--- src/rtl/psum_accum_pkg.sv ---
// Shared CIM definitions for the partial-sum accumulator slice.
// Holds the default lane geometry, the activation width handed to the next
// layer, the fixed widths of the job configuration fields, and the FSM state
// enum used by psum_accum.
package psum_accum_pkg;

  localparam int CIM_LANES   = 8;
  localparam int CIM_PSUM_W  = 18;
  localparam int CIM_ACC_W   = 24;
  localparam int CIM_ACT_W   = 4;
  localparam int CIM_ACT_MAX = (1 << CIM_ACT_W) - 1;
  localparam int CIM_BIAS_W  = 8;
  localparam int CIM_CFG_W   = 4;

  typedef enum logic [1:0] {
    IDLE  = 2'd0,
    ACCUM = 2'd1,
    QUANT = 2'd2,
    DONE  = 2'd3
  } state_e;

endpackage

--- src/rtl/psum_requant.sv ---
// Per-lane requantizer: adds the signed 8b bias to the accumulator, applies a
// round-half-up arithmetic right shift and clamps into the unsigned
// activation range 0..CIM_ACT_MAX.
// Ports:
//   acc_i   - signed lane accumulator
//   bias_i  - signed 8b lane bias
//   shift_i - right-shift amount (0 means no rounding and no shift)
//   act_o   - unsigned clamped activation
module psum_requant
  import psum_accum_pkg::*;
#(
  parameter int ACC_W = CIM_ACC_W
) (
  input  logic signed [ACC_W-1:0]      acc_i,
  input  logic signed [CIM_BIAS_W-1:0] bias_i,
  input  logic        [CIM_CFG_W-1:0]  shift_i,
  output logic        [CIM_ACT_W-1:0]  act_o
);

  // Two guard bits so that neither the bias add nor the rounding constant can
  // wrap, even with an accumulator sitting at its extreme value.
  localparam int EXT_W = ACC_W + 2;

  logic signed [EXT_W-1:0] sum;
  logic signed [EXT_W-1:0] rounded;
  logic signed [EXT_W-1:0] shifted;

  // Bias, round half up by adding 2^(shift-1) before the arithmetic shift,
  // then clamp. A zero shift skips the rounding constant entirely.
  always_comb begin
    sum     = EXT_W'(acc_i) + EXT_W'(bias_i);
    rounded = sum;
    if (shift_i != '0) begin
      rounded = sum + (EXT_W'(1) << (shift_i - 4'd1));
    end
    shifted = rounded >>> shift_i;
    if (shifted < 0) begin
      act_o = '0;
    end else if (shifted > EXT_W'(CIM_ACT_MAX)) begin
      act_o = CIM_ACT_W'(CIM_ACT_MAX);
    end else begin
      act_o = shifted[CIM_ACT_W-1:0];
    end
  end

endmodule

--- src/rtl/psum_accum.sv ---
// Partial-sum accumulator: collects num_pass passes of packed signed PSUM
// lanes from the macro array, then requantizes every lane into a 4b unsigned
// activation for the next layer.
// Ports:
//   clk, rst_n  - clock, asynchronous active-low reset
//   start       - begin a job (ignored while busy)
//   num_pass    - passes per job, 0 means 16 (latched on start)
//   shift       - requant right shift (latched on start)
//   bias_in     - packed signed 8b per-lane bias (latched on start)
//   psum_valid  - psum_in carries one pass this cycle (used only in ACCUM)
//   psum_in     - packed signed PSUM lanes, lane 0 in the LSBs
//   busy        - FSM is not in IDLE
//   out_valid   - one-cycle pulse, act_out holds a fresh result
//   act_out     - packed unsigned activations, lane 0 in the LSBs
module psum_accum
  import psum_accum_pkg::*;
#(
  parameter int LANES  = CIM_LANES,
  parameter int PSUM_W = CIM_PSUM_W,
  parameter int ACC_W  = CIM_ACC_W
) (
  input  logic                         clk,
  input  logic                         rst_n,
  input  logic                         start,
  input  logic [CIM_CFG_W-1:0]         num_pass,
  input  logic [CIM_CFG_W-1:0]         shift,
  input  logic [LANES*CIM_BIAS_W-1:0]  bias_in,
  input  logic                         psum_valid,
  input  logic [LANES*PSUM_W-1:0]      psum_in,
  output logic                         busy,
  output logic                         out_valid,
  output logic [LANES*CIM_ACT_W-1:0]   act_out
);

  state_e                        state_q, state_d;
  logic [CIM_CFG_W-1:0]          num_pass_q, num_pass_d;
  logic [CIM_CFG_W-1:0]          shift_q, shift_d;
  logic [LANES*CIM_BIAS_W-1:0]   bias_q, bias_d;
  logic [CIM_CFG_W-1:0]          pass_cnt_q, pass_cnt_d;
  logic signed [ACC_W-1:0]       acc_q [LANES];
  logic signed [ACC_W-1:0]       acc_d [LANES];
  logic [LANES*CIM_ACT_W-1:0]    act_q, act_d;
  logic [LANES*CIM_ACT_W-1:0]    requant_act;

  // One requantizer per lane, working straight off the accumulators so the
  // result is ready to be captured during the single QUANT cycle.
  for (genvar g = 0; g < LANES; g++) begin : g_lane
    psum_requant #(
      .ACC_W(ACC_W)
    ) u_requant (
      .acc_i  (acc_q[g]),
      .bias_i (bias_q[g*CIM_BIAS_W +: CIM_BIAS_W]),
      .shift_i(shift_q),
      .act_o  (requant_act[g*CIM_ACT_W +: CIM_ACT_W])
    );
  end

  // Next-state and datapath update. The pass counter is 4 bits wide and the
  // last-pass compare is done modulo 16, so num_pass=0 naturally ends after
  // the sixteenth pass (counter 15 == 0-1). psum_valid and start only matter
  // in the states that own them; everywhere else they fall through untouched.
  always_comb begin
    state_d    = state_q;
    num_pass_d = num_pass_q;
    shift_d    = shift_q;
    bias_d     = bias_q;
    pass_cnt_d = pass_cnt_q;
    acc_d      = acc_q;
    act_d      = act_q;
    unique case (state_q)
      IDLE: begin
        if (start) begin
          num_pass_d = num_pass;
          shift_d    = shift;
          bias_d     = bias_in;
          pass_cnt_d = '0;
          for (int l = 0; l < LANES; l++) begin
            acc_d[l] = '0;
          end
          state_d = ACCUM;
        end
      end
      ACCUM: begin
        if (psum_valid) begin
          for (int l = 0; l < LANES; l++) begin
            acc_d[l] = acc_q[l] + ACC_W'($signed(psum_in[l*PSUM_W +: PSUM_W]));
          end
          pass_cnt_d = pass_cnt_q + 4'd1;
          if (pass_cnt_q == num_pass_q - 4'd1) begin
            state_d = QUANT;
          end
        end
      end
      QUANT: begin
        act_d   = requant_act;
        state_d = DONE;
      end
      DONE: begin
        state_d = IDLE;
      end
      default: begin
        state_d = IDLE;
      end
    endcase
  end

  // State and datapath registers; reset abandons any job in flight and clears
  // every piece of state, including the visible activations.
  always_ff @(posedge clk or negedge rst_n) begin
    if (!rst_n) begin
      state_q    <= IDLE;
      num_pass_q <= '0;
      shift_q    <= '0;
      bias_q     <= '0;
      pass_cnt_q <= '0;
      act_q      <= '0;
      for (int l = 0; l < LANES; l++) begin
        acc_q[l] <= '0;
      end
    end else begin
      state_q    <= state_d;
      num_pass_q <= num_pass_d;
      shift_q    <= shift_d;
      bias_q     <= bias_d;
      pass_cnt_q <= pass_cnt_d;
      act_q      <= act_d;
      for (int l = 0; l < LANES; l++) begin
        acc_q[l] <= acc_d[l];
      end
    end
  end

  assign busy      = (state_q != IDLE);
  assign out_valid = (state_q == DONE);
  assign act_out   = act_q;

endmodule

--- config.mk ---
export PLATFORM = sky130hd
export DESIGN_NAME = psum_accum
export DESIGN_NICKNAME = d
export VERILOG_FILES = /design/src/rtl/psum_accum_pkg.sv /design/src/rtl/psum_requant.sv /design/src/rtl/psum_accum.sv
export SDC_FILE = /design/constraint.sdc
export NUM_CORES = 2
export LEC_CHECK = 0
export BUFFER_PORTS_ARGS = -buffer_cell sky130_fd_sc_hd__buf_2
export CELL_PAD_IN_SITES_DETAIL_PLACEMENT = 1
export CELL_PAD_IN_SITES_GLOBAL_PLACEMENT = 1
export CORE_ASPECT_RATIO = 0.6
export CORE_MARGIN = 5
export CORE_UTILIZATION = 52
export CTS_CLUSTER_DIAMETER = 40
export DETAILED_ROUTE_END_ITERATION = 10
export PLACE_DENSITY = 0.91
export RECOVER_POWER = 50
export SYNTH_ARGS = -nofsm -noshare
export SYNTH_HDL_FRONTEND = slang
export SYNTH_HIERARCHICAL = 1
export SYNTH_SLANG_ARGS = --single-unit
export TNS_END_PERCENT = 100
--- constraint.sdc ---
create_clock -name clk -period 10.4 [get_ports clk]
set_input_delay 1.04 -clock clk [delete_from_list [all_inputs] [get_ports clk]]
set_output_delay 1.04 -clock clk [all_outputs]
set_load 0.05 [all_outputs]
### After elaboration in Yosys (flattened, before gate mapping)

Index checks and enable logic that the tools add are counted.

| word-level totals | value |
|---|---|
| bits in registers | 302 |
| output and inout bits | 34 |

| operators by class | value |
|---|---|
| $add $sub $neg | 27 |
| equal/unequal tests | 7 |
| shifts and indexed selects | 9 |
| order comparisons | 16 |
| muxes and demuxes | 34 |
| reductions and logical operators | 7 |

Operator list:

| operator | count |
|---|---|
| $mux 192 | 2 |
| $pmux 192 s2 | 1 |
| $add 26x26->26 | 8 |
| $gt 26x5->1 const B | 8 |
| $lt 26x1->1 const B | 8 |
| $mux 26 | 8 |
| $sshr 26x4->26 | 8 |
| $add 24x8->25 | 8 |
| $add 24x18->24 | 8 |
| $mux 4 | 18 |
| $shl 1x4->26 const A | 1 |
| $pmux 2 s4 | 1 |
| $pmux 4 s2 | 1 |
| $sub 4x1->4 const B | 2 |
| $mux 2 | 3 |
| $ne 2x2->1 const B | 3 |
| $reduce_and 3->1 | 2 |
| $add 4x1->4 const B | 1 |
| $eq 2x2->1 const B | 2 |
| $eq 4x4->1 | 1 |
| $reduce_bool 2->1 | 2 |
| $reduce_bool 4->1 | 1 |
| $eq 2x1->1 const B | 1 |
| $logic_not 2->1 | 1 |
| $reduce_and 2->1 | 1 |

### Logic depth before layout (Yosys ltp)

| depth | value |
|---|---|
| depth in word-level cells | 8 |
| depth in mapped cells | 24 |

### Hierarchy

Netlist, hierarchy kept.

By module, submodules not included:

| module | sequential area each (µm²) | times used | cells each | area an instance (µm²) |
|---|---|---|---|---|
| psum_accum | 7557.2 | 1 | 2042 | 19427.4 |
| psum_requant at g_lane[3].u_requant ... | 0.0 | 5 | 550 | 3621.0 |
| psum_requant at g_lane[0].u_requant ... | 0.0 | 2 | 562 | 3777.4 |
| psum_requant at g_lane[2].u_requant | 0.0 | 1 | 529 | 3744.8 |

### Worst setup path before layout

OpenSTA, ideal clock, no wires.

| timing | value |
|---|---|
| path type | register to register |
| from | reg shift_q[0] |
| to | reg act_q[1], in the netlist act_out[1] |
| data required time | 10.275 ns |
| library setup time | 0.125 ns |
| cell stages (with the launch flop) | 21 |
| path slack | 4.857 ns |
| arrival | 5.418 ns |
| cell sequence | dfrtp_1 -> clkbuf_1 -> clkbuf_1 -> buf_2 -> buf_1 -> nor3_1 -> fa_1 -> a211oi_2 -> o211ai_1 -> a31o_1 -> a311o_1 -> and4_4 -> buf_6 -> a311oi_2 -> a21oi_1 -> a2bb2oi_1 -> a2111oi_2 -> nand4_1 -> or3_4 -> o31a_1 -> mux2_2 |

| between the ends | value |
|---|---|
| word-level cells in the longest chain between the ends | 8 |

Ends and longest elaborated chain:

| item | line | RTL |
|---|---|---|
| start, declared | psum_accum.sv:37 | `logic [CIM_CFG_W-1:0] shift_q, shift_d;` |
| start signal, assigned | psum_accum.sv:123 | `shift_q <= shift_d;` |
| $sub 4x1->4 | psum_requant.sv:34 | `rounded = sum + (EXT_W'(1) << (shift_i - 4'd1));` |
| $shl 1x4->26 | psum_requant.sv:34 |  |
| $add 26x26->26 | psum_requant.sv:34 |  |
| $mux 26 | psum_requant.sv:33 | `if (shift_i != '0) begin` |
| $sshr 26x4->26 (*) | psum_requant.sv:36 | `shifted = rounded >>> shift_i;` |
| $gt 26x5->1 | psum_requant.sv:39 | `end else if (shifted > EXT_W'(CIM_ACT_MAX)) begin` |
| $mux 4 | psum_requant.sv:39 |  |
| $mux 4 (*) | psum_requant.sv:37 | `if (shifted < 0) begin` |
| net requant_act[1] | psum_accum.sv:43 | `logic [LANES*CIM_ACT_W-1:0] requant_act;` |
| end signal, assigned | psum_accum.sv:126 | `act_q <= act_d;` |
| end, declared | psum_accum.sv:42 | `logic [LANES*CIM_ACT_W-1:0] act_q, act_d;` |

The timed path passes the listed nets; every way through them passes the cells marked *.
A chain may end at the register's enable or synchronous reset.

==> impl_metrics.tcl <==
set metrics [dict create \
    crit_type "in -> async" \
    vias_per_cell 6.89 \
    fmax_ghz 0.150 \
    cts-htree-levels 2 \
    synth_cell_types 120 \
    max_stage_delay_ns 2.91 \
    root_buffer "clkbuf_16" \
    rrSetupSlack_ns 3.72 \
    r2r-end "act_out[26]" \
    wirelength_mm 190 \
    clk_pin_slew_ns 0.06 \
    cp-end-kind "async pin" \
    rsz0062_at_grt "no" \
    preCtsSetupSlack_ns 4.07 \
    synth_area_per_cell_um2 7.58 \
    synthCells 6445 \
    slew_headroom -1.87 \
    synth_edf_count 0 \
    hold_viol_final 0 \
    worstPathCellList "clkbuf_1, buf_12, clkbuf_1" \
    required_ns 10.52 \
    clock_latency_ns 0.67 \
    tightest_slew_ns 4.31 \
    syn-num-nets 7200 \
    outcome "complete, but fails checks" \
    synth_ff_type "dfrtp_1" \
    antenna_found_initial 10 \
    nets 7258 \
    cts_hold_buffers 0 \
    setup_ws_ns 3.72 \
    grt_pass1_vias 53500 \
    core_mm2 0.0935 \
    ant_nets 0 \
    ys_seq_area_frac 0.155 \
    syn_area_mm2 0.0488 \
    cpMostUsedCell "clkbuf_1" \
    async_flop_share 1.00 \
    vias 53800 \
    reg2reg_depth 20 \
    grt_max_degree 134 \
    final-setup-viol-count 0 \
    grt_use_total 0.362 \
    rows 87 \
    die_h_um 247 \
    drt_iter0_drc 5823 \
    crit_buf_inv 3 \
    ios 254 \
    r2r-start "bias_q[55]" \
    post_cts_resized 0 \
    clkSinkCount 302 \
    hold_ws_ns 0.502 \
    finalSetupTns_ns 0 \
    yosys_warnings 6 \
    critPathLaunchType "primary input" \
    whs_endpoint "act_out[20]" \
    cts_made_buffers 56 \
    drv_slew 213 \
    gp_routability_congestion 1.02 \
    cpMaxStageDelayCell "clkbuf_1" \
    grt-ovfl-total 0 \
    fillCellCount 11700 \
    crit_fanout 125 \
    ys_ff_latch 302 \
    violations "capacitance limit, slew limit" \
    drcViolationCount 0 \
    hp-start "act_out[20]" \
    initial_utilization 0.522 \
    worstPathArrival_ns 6.80 \
    fin_crit_sh 0.643 \
    portBuffers 253 \
    drt_pass1_iterations 6 \
    die_area_mm2 0.100 \
    areaGrowthSynthToFinish_pct 7.90 \
    cap_violations 5 \
    hp-class "reg -> reg" \
    min_period_ns 6.68 \
    die_w_um 406 \
    cts_tree "yes" \
    finClkSkew_ns 0.0437 \
    grt_pass1_wl_mm 299 \
    cts_buffer_depth 3 \
    drive_gt1_frac 0.107 \
    dp_hpwl_mm 144 \
    cpLargestDelayFamily "buffers and inverters" \
    drt-wirelength-per-cell_um 24.4 \
    post_cts_buffers 0 \
    hold_path_depth 1 \
]
-- worst max path at each step --
stage,startpoint,cells past startpoint,endpoint,slack (ns)
floorplan,shift_q[0],20,act_out[1],4.86
global placement,bias_q[55],20,act_out[24],4.30
detailed placement,bias_q[47],20,act_out[20],4.07
CTS,bias_q[47],20,act_out[20],4.03
global route,rst_n,3,bias_q[31],2.42
finish,rst_n,3,bias_q[31],3.72
-- cell type report --
class / instances / area (um^2) / area share
timing repair buffer: 277 / 1450 / 0.0275
inverter: 225 / 845 / 0.0160
clock buffer: 63 / 1500 / 0.0285
clock inverter: 42 / 445 / 0.00845
sequential: 302 / 7570 / 0.144
antenna: 7 / 17.5 / 0.000332
tap: 1246 / 1560 / 0.0296
multi-input combinational: 5641 / 39300 / 0.746
-- kinds of logic after synthesis --
group / share of synthesized area
XOR/XNOR: 0.0728
adder cells (fa/ha/maj): 0.141
AND/OR/NAND/NOR: 0.212
AO/OA/AOI/OAI: 0.329
flip-flops: 0.155
buffers and inverters: 0.0410
multiplexers: 0.0492
-- worst reg2reg max path, delay by kind of cell (launching register included) --
kind	cells	cell delay [ns]
AO/OA/AOI/OAI	9	2.42
adder cells (fa/ha/maj)	2	0.88
multiplexers	1	0.31
AND/OR/NAND/NOR	6	1.80
flip-flops	1	0.78
XOR/XNOR	1	0.28
buffers and inverters	1	0.08
-- through the flow --
step                       util  instance area (um^2)  cells
after detailed placement  0.543                 50800   7691
final                     0.563                 52700   7803
after global placement    0.543                 50800   7691
after global routing      0.563                 52700   7802
after floorplan               -                 48800   6445
after CTS                 0.564                 52700   7796
-- state kept, by name (all words and copies together), names as in the netlist --
register	flops
acc_q	192
num_pass_q	4
state_q	2
act_out	32
shift_q	4
pass_cnt_q	4
bias_q	64
-- cell usage in the layout, fill, tap and decap left out, types with 69 or more instances in the layout --
| cell type | Yosys | final |
|---|---|---|
| mux2_2 | 134 | 133 |
| o21ai_0 | 582 | 582 |
| dfrtp_1 | 302 | 298 |
| nor3_1 | 132 | 132 |
| a211oi_1 | 119 | 119 |
| a31oi_1 | 100 | 100 |
| or3_1 | 70 | 70 |
| inv_1 | 210 | 210 |
| xor2_1 | 170 | 170 |
| nand2b_1 | 72 | 72 |
| nand3_1 | 154 | 153 |
| nand2_1 | 710 | 709 |
| nor2_1 | 483 | 483 |
| a21oi_1 | 607 | 607 |
| a21o_1 | 167 | 167 |
| o211ai_1 | 86 | 86 |
| nand4_1 | 69 | 69 |
| buf_2 | 52 | 219 |
| xnor2_1 | 236 | 236 |
| ha_1 | 511 | 510 |
-- synthesized netlist by cell type, drive strengths merged, types with 23 or more instances --
master | number | area (um^2)
a31o | 23 | 201
buf | 81 | 422
o211ai | 92 | 721
and2 | 57 | 364
a211oi | 133 | 1080
dfrtp | 302 | 7560
a31oi | 101 | 647
mux2 | 135 | 1520
nand2 | 713 | 2680
and3 | 61 | 384
nor4 | 46 | 393
or3 | 73 | 472
nor2b | 63 | 394
a2111oi | 29 | 598
a211o | 34 | 298
o21a | 70 | 532
o211a | 36 | 360
inv | 223 | 837
xor2 | 170 | 1490
clkbuf | 196 | 736
nor3 | 140 | 741
a22oi | 25 | 188
a21oi | 618 | 3150
ha | 511 | 6390
o21bai | 43 | 323
xnor2 | 236 | 2070
o2111ai | 25 | 219
a41oi | 25 | 226
a221o | 25 | 256
o31ai | 43 | 337
nand4 | 71 | 465
nand3 | 160 | 831
nor3b | 57 | 428
mux2i | 59 | 591
a21o | 170 | 1290
and4 | 37 | 332
fa | 24 | 480
nor2 | 484 | 1820
o21ai | 621 | 3130
nand2b | 72 | 450
-- metal layers --
metal,wire [um],up-vias,track usage,part of all wire
met5,27,-,0,0.00014
met4,6590,4,0.120,0.035
met3,16700,348,0.0714,0.088
met2,80200,2335,0.544,0.42
met1,86600,26600,0.519,0.46
li1,-,24500,-,-
Power is not shown: default switching activity piles up to over one toggle a cycle in this logic, so the estimate is an artifact.
